File: src/rtl/multicycle_control_pkg.sv
// Shared definitions for the multi-cycle processor control unit:
// opcodes, FSM state encoding, mux select codes and the control vector.
package mc_ctrl_pkg;

  localparam logic [2:0] OP_RTYPE = 3'b000;
  localparam logic [2:0] OP_LW    = 3'b001;
  localparam logic [2:0] OP_SW    = 3'b010;
  localparam logic [2:0] OP_BEQ   = 3'b011;
  localparam logic [2:0] OP_J     = 3'b100;
  localparam logic [2:0] OP_ADDI  = 3'b101;
  localparam logic [2:0] OP_UNDEF = 3'b110;
  localparam logic [2:0] OP_HALT  = 3'b111;

  localparam logic [1:0] ALUOP_ADD  = 2'b00;
  localparam logic [1:0] ALUOP_SUB  = 2'b01;
  localparam logic [1:0] ALUOP_FUNC = 2'b10;

  localparam logic [1:0] SRCB_REG  = 2'b00;
  localparam logic [1:0] SRCB_TWO  = 2'b01;
  localparam logic [1:0] SRCB_SEXT = 2'b10;
  localparam logic [1:0] SRCB_SHL  = 2'b11;

  localparam logic [1:0] PCSRC_ALU    = 2'b00;
  localparam logic [1:0] PCSRC_ALUOUT = 2'b01;
  localparam logic [1:0] PCSRC_JUMP   = 2'b10;

  typedef enum logic [3:0] {
    S_INIT    = 4'd0,
    S_FETCH   = 4'd1,
    S_DECODE  = 4'd2,
    S_MEMADR  = 4'd3,
    S_MEMRD   = 4'd4,
    S_MEMWB   = 4'd5,
    S_MEMWR   = 4'd6,
    S_EXEC    = 4'd7,
    S_RWB     = 4'd8,
    S_BRANCH  = 4'd9,
    S_JUMP    = 4'd10,
    S_ADDI_EX = 4'd11,
    S_ADDI_WB = 4'd12,
    S_HALT    = 4'd13
  } state_t;

  typedef struct packed {
    logic [1:0] alu_op;
    logic [1:0] alu_src_b;
    logic [1:0] pc_source;
    logic       reg_dst;
    logic       mem_to_reg;
    logic       mem_read;
    logic       mem_write;
    logic       i_or_d;
    logic       reg_write;
    logic       ir_write;
    logic       pc_write;
    logic       pc_write_cond;
    logic       alu_src_a;
  } ctrl_t;

endpackage

File: src/rtl/multicycle_control_if.sv
// Control bus between the control unit (master) and the datapath (slave).
interface multicycle_control_if;
  logic [2:0]  opcode;
  logic [1:0]  ALUOp;
  logic [1:0]  ALUSrcB;
  logic [1:0]  PCSource;
  logic        RegDst;
  logic        MemtoReg;
  logic        MemRead;
  logic        MemWrite;
  logic        IorD;
  logic        RegWrite;
  logic        IRWrite;
  logic        PCWrite;
  logic        PCWriteCond;
  logic        ALUSrcA;
  logic        halted;
  logic        illegal;
  logic [15:0] instr_count;
  logic [3:0]  state_dbg;

  modport master (
    input  opcode,
    output ALUOp, ALUSrcB, PCSource, RegDst, MemtoReg, MemRead, MemWrite,
           IorD, RegWrite, IRWrite, PCWrite, PCWriteCond, ALUSrcA,
           halted, illegal, instr_count, state_dbg
  );

  modport slave (
    output opcode,
    input  ALUOp, ALUSrcB, PCSource, RegDst, MemtoReg, MemRead, MemWrite,
           IorD, RegWrite, IRWrite, PCWrite, PCWriteCond, ALUSrcA,
           halted, illegal, instr_count, state_dbg
  );
endinterface

File: src/rtl/multicycle_control_output_decode.sv
// Combinational state -> control-vector decode (Moore outputs).
module ctrl_output_decode
  import mc_ctrl_pkg::*;
(
  input  state_t state,
  output ctrl_t  ctrl
);

  always_comb begin
    ctrl = '0;
    case (state)
      S_FETCH: begin
        ctrl.mem_read  = 1'b1;
        ctrl.ir_write  = 1'b1;
        ctrl.pc_write  = 1'b1;
        ctrl.alu_op    = ALUOP_ADD;
        ctrl.alu_src_b = SRCB_TWO;
        ctrl.pc_source = PCSRC_ALU;
      end
      S_DECODE:  ctrl.alu_src_b = SRCB_SHL;
      S_MEMADR, S_ADDI_EX: begin
        ctrl.alu_src_a = 1'b1;
        ctrl.alu_src_b = SRCB_SEXT;
      end
      S_MEMRD: begin
        ctrl.mem_read = 1'b1;
        ctrl.i_or_d   = 1'b1;
      end
      S_MEMWB: begin
        ctrl.reg_write  = 1'b1;
        ctrl.mem_to_reg = 1'b1;
      end
      S_MEMWR: begin
        ctrl.mem_write = 1'b1;
        ctrl.i_or_d    = 1'b1;
      end
      S_EXEC: begin
        ctrl.alu_src_a = 1'b1;
        ctrl.alu_src_b = SRCB_REG;
        ctrl.alu_op    = ALUOP_FUNC;
      end
      S_RWB: begin
        ctrl.reg_dst   = 1'b1;
        ctrl.reg_write = 1'b1;
      end
      S_BRANCH: begin
        ctrl.alu_src_a     = 1'b1;
        ctrl.alu_op        = ALUOP_SUB;
        ctrl.pc_write_cond = 1'b1;
        ctrl.pc_source     = PCSRC_ALUOUT;
      end
      S_JUMP: begin
        ctrl.pc_write  = 1'b1;
        ctrl.pc_source = PCSRC_JUMP;
      end
      S_ADDI_WB: ctrl.reg_write = 1'b1;
      default:   ctrl = '0;
    endcase
  end

endmodule

File: src/rtl/multicycle_control.sv
// Main control FSM for the 16-bit multi-cycle processor: state register,
// next-state logic, retired-instruction counter and halt/illegal flags.
module multicycle_control
  import mc_ctrl_pkg::*;
(
  input  logic                  clock,
  input  logic                  reset_n,
  multicycle_control_if.master  bus
);

  state_t      state_q;
  state_t      state_d;
  logic        illegal_q;
  logic [15:0] count_q;
  logic        retire;
  ctrl_t       ctrl;

  always_comb begin
    state_d = S_INIT;
    case (state_q)
      S_INIT:   state_d = S_FETCH;
      S_FETCH:  state_d = S_DECODE;
      S_DECODE: begin
        case (bus.opcode)
          OP_RTYPE: state_d = S_EXEC;
          OP_LW,
          OP_SW:    state_d = S_MEMADR;
          OP_BEQ:   state_d = S_BRANCH;
          OP_J:     state_d = S_JUMP;
          OP_ADDI:  state_d = S_ADDI_EX;
          OP_HALT:  state_d = S_HALT;
          default:  state_d = S_FETCH;
        endcase
      end
      S_MEMADR:  state_d = (bus.opcode == OP_SW) ? S_MEMWR : S_MEMRD;
      S_MEMRD:   state_d = S_MEMWB;
      S_EXEC:    state_d = S_RWB;
      S_ADDI_EX: state_d = S_ADDI_WB;
      S_MEMWB, S_MEMWR, S_RWB, S_BRANCH, S_JUMP, S_ADDI_WB:
                 state_d = S_FETCH;
      S_HALT:    state_d = S_HALT;
      default:   state_d = S_INIT;
    endcase
  end

  // Every final state of an instruction retires it on the edge that leaves it.
  assign retire = (state_q == S_MEMWB) || (state_q == S_MEMWR) ||
                  (state_q == S_RWB)   || (state_q == S_BRANCH) ||
                  (state_q == S_JUMP)  || (state_q == S_ADDI_WB);

  always_ff @(posedge clock or negedge reset_n) begin
    if (!reset_n) begin
      state_q   <= S_INIT;
      illegal_q <= 1'b0;
      count_q   <= '0;
    end else begin
      state_q <= state_d;
      if (state_q == S_DECODE && bus.opcode == OP_UNDEF)
        illegal_q <= 1'b1;
      if (retire)
        count_q <= count_q + 16'd1;
    end
  end

  ctrl_output_decode u_decode (
    .state (state_q),
    .ctrl  (ctrl)
  );

  assign bus.ALUOp       = ctrl.alu_op;
  assign bus.ALUSrcB     = ctrl.alu_src_b;
  assign bus.PCSource    = ctrl.pc_source;
  assign bus.RegDst      = ctrl.reg_dst;
  assign bus.MemtoReg    = ctrl.mem_to_reg;
  assign bus.MemRead     = ctrl.mem_read;
  assign bus.MemWrite    = ctrl.mem_write;
  assign bus.IorD        = ctrl.i_or_d;
  assign bus.RegWrite    = ctrl.reg_write;
  assign bus.IRWrite     = ctrl.ir_write;
  assign bus.PCWrite     = ctrl.pc_write;
  assign bus.PCWriteCond = ctrl.pc_write_cond;
  assign bus.ALUSrcA     = ctrl.alu_src_a;
  assign bus.halted      = (state_q == S_HALT);
  assign bus.illegal     = illegal_q;
  assign bus.instr_count = count_q;
  assign bus.state_dbg   = state_q;

endmodule

File: src/flat_wrapper.sv
// flat-port wrapper written by rule: the top's interface ports become plain ports
module multicycle_control_flat import mc_ctrl_pkg::*;
  (clock, reset_n, bus_opcode, bus_ALUOp, bus_ALUSrcB, bus_PCSource, bus_RegDst, bus_MemtoReg, bus_MemRead, bus_MemWrite, bus_IorD, bus_RegWrite, bus_IRWrite, bus_PCWrite, bus_PCWriteCond, bus_ALUSrcA, bus_halted, bus_illegal, bus_instr_count, bus_state_dbg);
  multicycle_control_if bus_i ();
  input  logic clock;
  input  logic reset_n;
  input wire logic [$bits(bus_i.opcode)-1:0] bus_opcode;
  output wire logic [$bits(bus_i.ALUOp)-1:0] bus_ALUOp;
  output wire logic [$bits(bus_i.ALUSrcB)-1:0] bus_ALUSrcB;
  output wire logic [$bits(bus_i.PCSource)-1:0] bus_PCSource;
  output wire logic [$bits(bus_i.RegDst)-1:0] bus_RegDst;
  output wire logic [$bits(bus_i.MemtoReg)-1:0] bus_MemtoReg;
  output wire logic [$bits(bus_i.MemRead)-1:0] bus_MemRead;
  output wire logic [$bits(bus_i.MemWrite)-1:0] bus_MemWrite;
  output wire logic [$bits(bus_i.IorD)-1:0] bus_IorD;
  output wire logic [$bits(bus_i.RegWrite)-1:0] bus_RegWrite;
  output wire logic [$bits(bus_i.IRWrite)-1:0] bus_IRWrite;
  output wire logic [$bits(bus_i.PCWrite)-1:0] bus_PCWrite;
  output wire logic [$bits(bus_i.PCWriteCond)-1:0] bus_PCWriteCond;
  output wire logic [$bits(bus_i.ALUSrcA)-1:0] bus_ALUSrcA;
  output wire logic [$bits(bus_i.halted)-1:0] bus_halted;
  output wire logic [$bits(bus_i.illegal)-1:0] bus_illegal;
  output wire logic [$bits(bus_i.instr_count)-1:0] bus_instr_count;
  output wire logic [$bits(bus_i.state_dbg)-1:0] bus_state_dbg;
  assign bus_i.opcode = bus_opcode;
  assign bus_ALUOp = bus_i.ALUOp;
  assign bus_ALUSrcB = bus_i.ALUSrcB;
  assign bus_PCSource = bus_i.PCSource;
  assign bus_RegDst = bus_i.RegDst;
  assign bus_MemtoReg = bus_i.MemtoReg;
  assign bus_MemRead = bus_i.MemRead;
  assign bus_MemWrite = bus_i.MemWrite;
  assign bus_IorD = bus_i.IorD;
  assign bus_RegWrite = bus_i.RegWrite;
  assign bus_IRWrite = bus_i.IRWrite;
  assign bus_PCWrite = bus_i.PCWrite;
  assign bus_PCWriteCond = bus_i.PCWriteCond;
  assign bus_ALUSrcA = bus_i.ALUSrcA;
  assign bus_halted = bus_i.halted;
  assign bus_illegal = bus_i.illegal;
  assign bus_instr_count = bus_i.instr_count;
  assign bus_state_dbg = bus_i.state_dbg;
  multicycle_control u_core (.clock(clock), .reset_n(reset_n), .bus(bus_i));
endmodule
File: config.mk
export PLATFORM = sky130hd
export DESIGN_NAME = multicycle_control_flat
export DESIGN_NICKNAME = d
export VERILOG_FILES = /design/src/rtl/multicycle_control_pkg.sv /design/src/rtl/multicycle_control_if.sv /design/src/rtl/multicycle_control_output_decode.sv /design/src/rtl/multicycle_control.sv /design/src/flat_wrapper.sv
export SDC_FILE = /design/constraint.sdc
export NUM_CORES = 1
export LEC_CHECK = 0
export ABC_CLOCK_PERIOD_IN_PS = 3790
export BUFFER_PORTS_ARGS = -buffer_cell sky130_fd_sc_hd__buf_2
export CORE_MARGIN = 8
export CORE_UTILIZATION = 53
export DETAILED_ROUTE_END_ITERATION = 16
export PLACE_DENSITY = 0.88
export SLEW_MARGIN = 25
export SYNTH_ARGS = -nofsm -noshare
export SYNTH_HDL_FRONTEND = slang
export SYNTH_SLANG_ARGS = --single-unit
File: constraint.sdc
create_clock -name clock -period 3.79 [get_ports clock]
set_clock_uncertainty 0.05 [all_clocks]
set_input_delay 1.137 -clock clock [delete_from_list [all_inputs] [get_ports clock]]
set_output_delay 1.137 -clock clock [all_outputs]
set_load 0.02 [all_outputs]
==> summary.txt <==
Status
  • Status: complete, no violations

Synth
  • Yosys reg bits: 21
  • Post-synth top area share: approximately two fifths
  • Syn Area/Cell: around 9 sq um
  • Share of flip-flops with an asynchronous set or reset: 100%
  • Synth area leaders: dfrtp_1, xor2_1, nor3_1
  • Synth warn: 0
  • Number of synthesized flops with an enable pin: 0
  • Syn nets: roughly 150
  • Synthesized cell area: ~0.0013 sq mm
  • Area leader, netlist: dfrtp_1
  • Syn Inst Count: ~140
  • Main synth FF type: dfrtp_1
  • Synth cell types: 37
  • Sequential fraction of the synthesis area: approximately two fifths

Global route
  • First-pass GRT wire length: 4840 um
  • Largest net degree at the start of global routing: 22
  • GRT Total Usage: between 10 and 15%
  • Initial antenna violation count: 0
  • Met2 global-route usage: a little over a quarter
  • Grt ovf: 0
  • Grt met3 use: 4.59%
  • Number of global-route vias before repair: ~1,100
  • Met1 Resource Use GR: between 10 and 15%
  • GRT busiest layer: met2

Setup path
  • Max incr delay on CP: between 700 and 800 ps
  • WP data required: about 2600 ps
  • CP dominant cell by count: nor2_1
  • Crit path capture type: output port
  • Register-to-Register Path Depth: 4
  • Worst Path Max Fanout: 21
  • Critical path, cell by cell: nand2b_1 -> nor2_1 -> a21oi_1 -> nor2_1 -> buf_2
  • Worst Setup Start Kind: register
  • Critical path arrival: 1770 ps
  • Slowest cell on the critical path: dfrtp_1
  • Crit Path Class: register to output port

Finish
  • Most frequent cells in the layout: buf_2, dfrtp_1, nor2_1
  • Sequential cell area: between 500 and 600 sq um
  • Layout Area Growth over Synthesis: 17.2%
  • Most common cell after layout, fill and taps aside: buf_2
  • Final nets: between 150 and 200
  • Multi-input logic area: roughly 690 sq um
  • Final design utilization: 63.3%
  • Fill cells: 200
  • Layout cell share with drive strength beyond 1: 28.1%
  • Antenna cells: 0

Clock tree
  • CTS Hold Bufs: 0
  • CTS sink count: 21
  • Post-CTS sizing: 0
  • Root Buffer: clkbuf_4
  • H-tree levels: 1
  • Latest clock arrival within the worst-skew pair: just under 300 ps
  • CTS buffer count: 3
  • Postcts setup bufs: 0
  • Reg clk slew, reported paths: between 100 and 150 ps
  • Clock tree from TritonCTS: yes
  • CTS Buffer Depth: 2

Timing
  • RSZ-0062 raised after global routing: no
  • Setup tns final: 0 ps
  • Final Max Tran Viols: 0
  • Final Hold Fails: 0
  • Final setup fails: 0
  • Fmax: roughly 340 MHz
  • Tightest Pin Transition: 606 ps
  • Hold Worst Slack: about 430 ps
  • Slew margin rel.: a little under 60%
  • Min Tclk post-route: roughly 3000 ps
  • Period utilisation layout: between 70% and 80%

Placed design
  • Gpl congestion: 0.797
  • Port Buf Inserts: 42
  • Final HPWL from detailed placement: 2360 um

Drt
  • Antenna viol nets, final: 0
  • Starting DRC count in detailed routing: 31
  • DR pass1 iterations: 4
  • Drt wl/cell: about 15 um
  • Residual DRC: 0
  • Avg Vias per Cell: roughly 5.4
  • Final WL: ~3000 um
  • DR vias: around 1,100

Floorplan
  • Die height: between 60 and 70 um
  • Site row count: 18
  • Initial core utilization: roughly 54%
  • Boundary Pins: 43
  • Core Area: roughly 0.0024 sq mm
  • Die ar.: about 0.0043 sq mm
  • Die X-Extent: about 65 um

Pwr
  • Static Leak: between 0.8 and 0.9 nW
  • VDD IR-drop max: between 200 and 300 uV
  • Design Power: approximately 0.34 mW
  • Power density over cell area: 223 mW/mm^2

Worst hold path
  • Hold Crit Class: register to register
  • Worst hold stages: 1

Run
  • MaxCap Viol Count: 0
where the power goes:
group          switching (mW)  total, mW  internal [mW]
Combinational         0.00753     0.0105        0.00296
Sequential                  0      0.224          0.224
Clock                  0.0617      0.103         0.0410
Total                  0.0692      0.337          0.268
area by class of cell:
cell class / instances / area share, %
multi-input combinational: 106 / 45.9
sequential: 21 / 34.8
timing repair buffer: 42 / 13.9
tap: 30 / 2.48
clock buffer: 4 / 1.74
inverter: 5 / 1.24
routing by layer:
layer | vias to the layer above | share of wire, %
li1 | 554 | -
met1 | 553 | 39
met2 | 23 | 55
met3 | 2 | 5.9
met4 | 0 | 0.76
met5 | - | 0
synthesized netlist by cell type (all sizes together) (2+ instances only):
cell type	instances
nand2b	4
xnor2	6
nor2	16
o21a	2
o21ai	3
nand3	6
and4	2
a21boi	2
o211ai	2
nor3	14
buf	6
nor2b	6
or3	2
clkbuf	3
nor3b	2
dfrtp	21
xor2	12
nand2	8
inv	5
a21oi	6
worst paths after layout:
check                           slack, ps                         end                  startpoint
min in group asynchronous             720  u_core.bus.instr_count[13]                     reset_n
worst min-delay path                  430  u_core.bus.instr_count[15]  u_core.bus.instr_count[15]
worst max-delay path                  830                 bus_PCWrite     u_core.bus.state_dbg[1]
worst min register to register        430  u_core.bus.instr_count[15]  u_core.bus.instr_count[15]
max in group asynchronous            2650   u_core.bus.instr_count[0]                     reset_n
worst max register to register       1950   u_core.bus.instr_count[1]     u_core.bus.state_dbg[1]
worst max-delay path, delay by kind of cell, from the launching register on:
family,cells,cell delay [ps]
flip-flops,1,740
AO/OA/AOI/OAI,1,130
buffers and inverters,1,170
AND/OR/NAND/NOR,3,430
cells by family after synthesis:
family / after synthesis / synth area share [%]
buffers and inverters: 14 / 5.53
adder cells (fa/ha/maj): 1 / 0.970
AND/OR/NAND/NOR: 65 / 26.2
multiplexers: 2 / 1.65
flip-flops: 21 / 40.7
AO/OA/AOI/OAI: 20 / 12.1
XOR/XNOR: 18 / 12.8
state kept, by name, summed over array words and instances (netlist names):
name and flops:
u_core.bus.instr_count 16, u_core.bus.illegal 1, u_core.bus.state_dbg 4
stage by stage:
| stage | area [sq um] | worst slack [ps] | instances |
|---|---|---|---|
| 2_1_floorplan | 1290 | 1010 | 141 |
| 3_3_place_gp | 1490 | 1260 | 204 |
| 3_5_place_dp | 1490 | 1210 | 204 |
| 4_1_cts | 1510 | 858 | 208 |
| 5_1_grt | 1510 | 690 | 208 |
| 6_report | 1510 | 834 | 208 |
No activity file was read; power rests on OpenSTA's default activity.
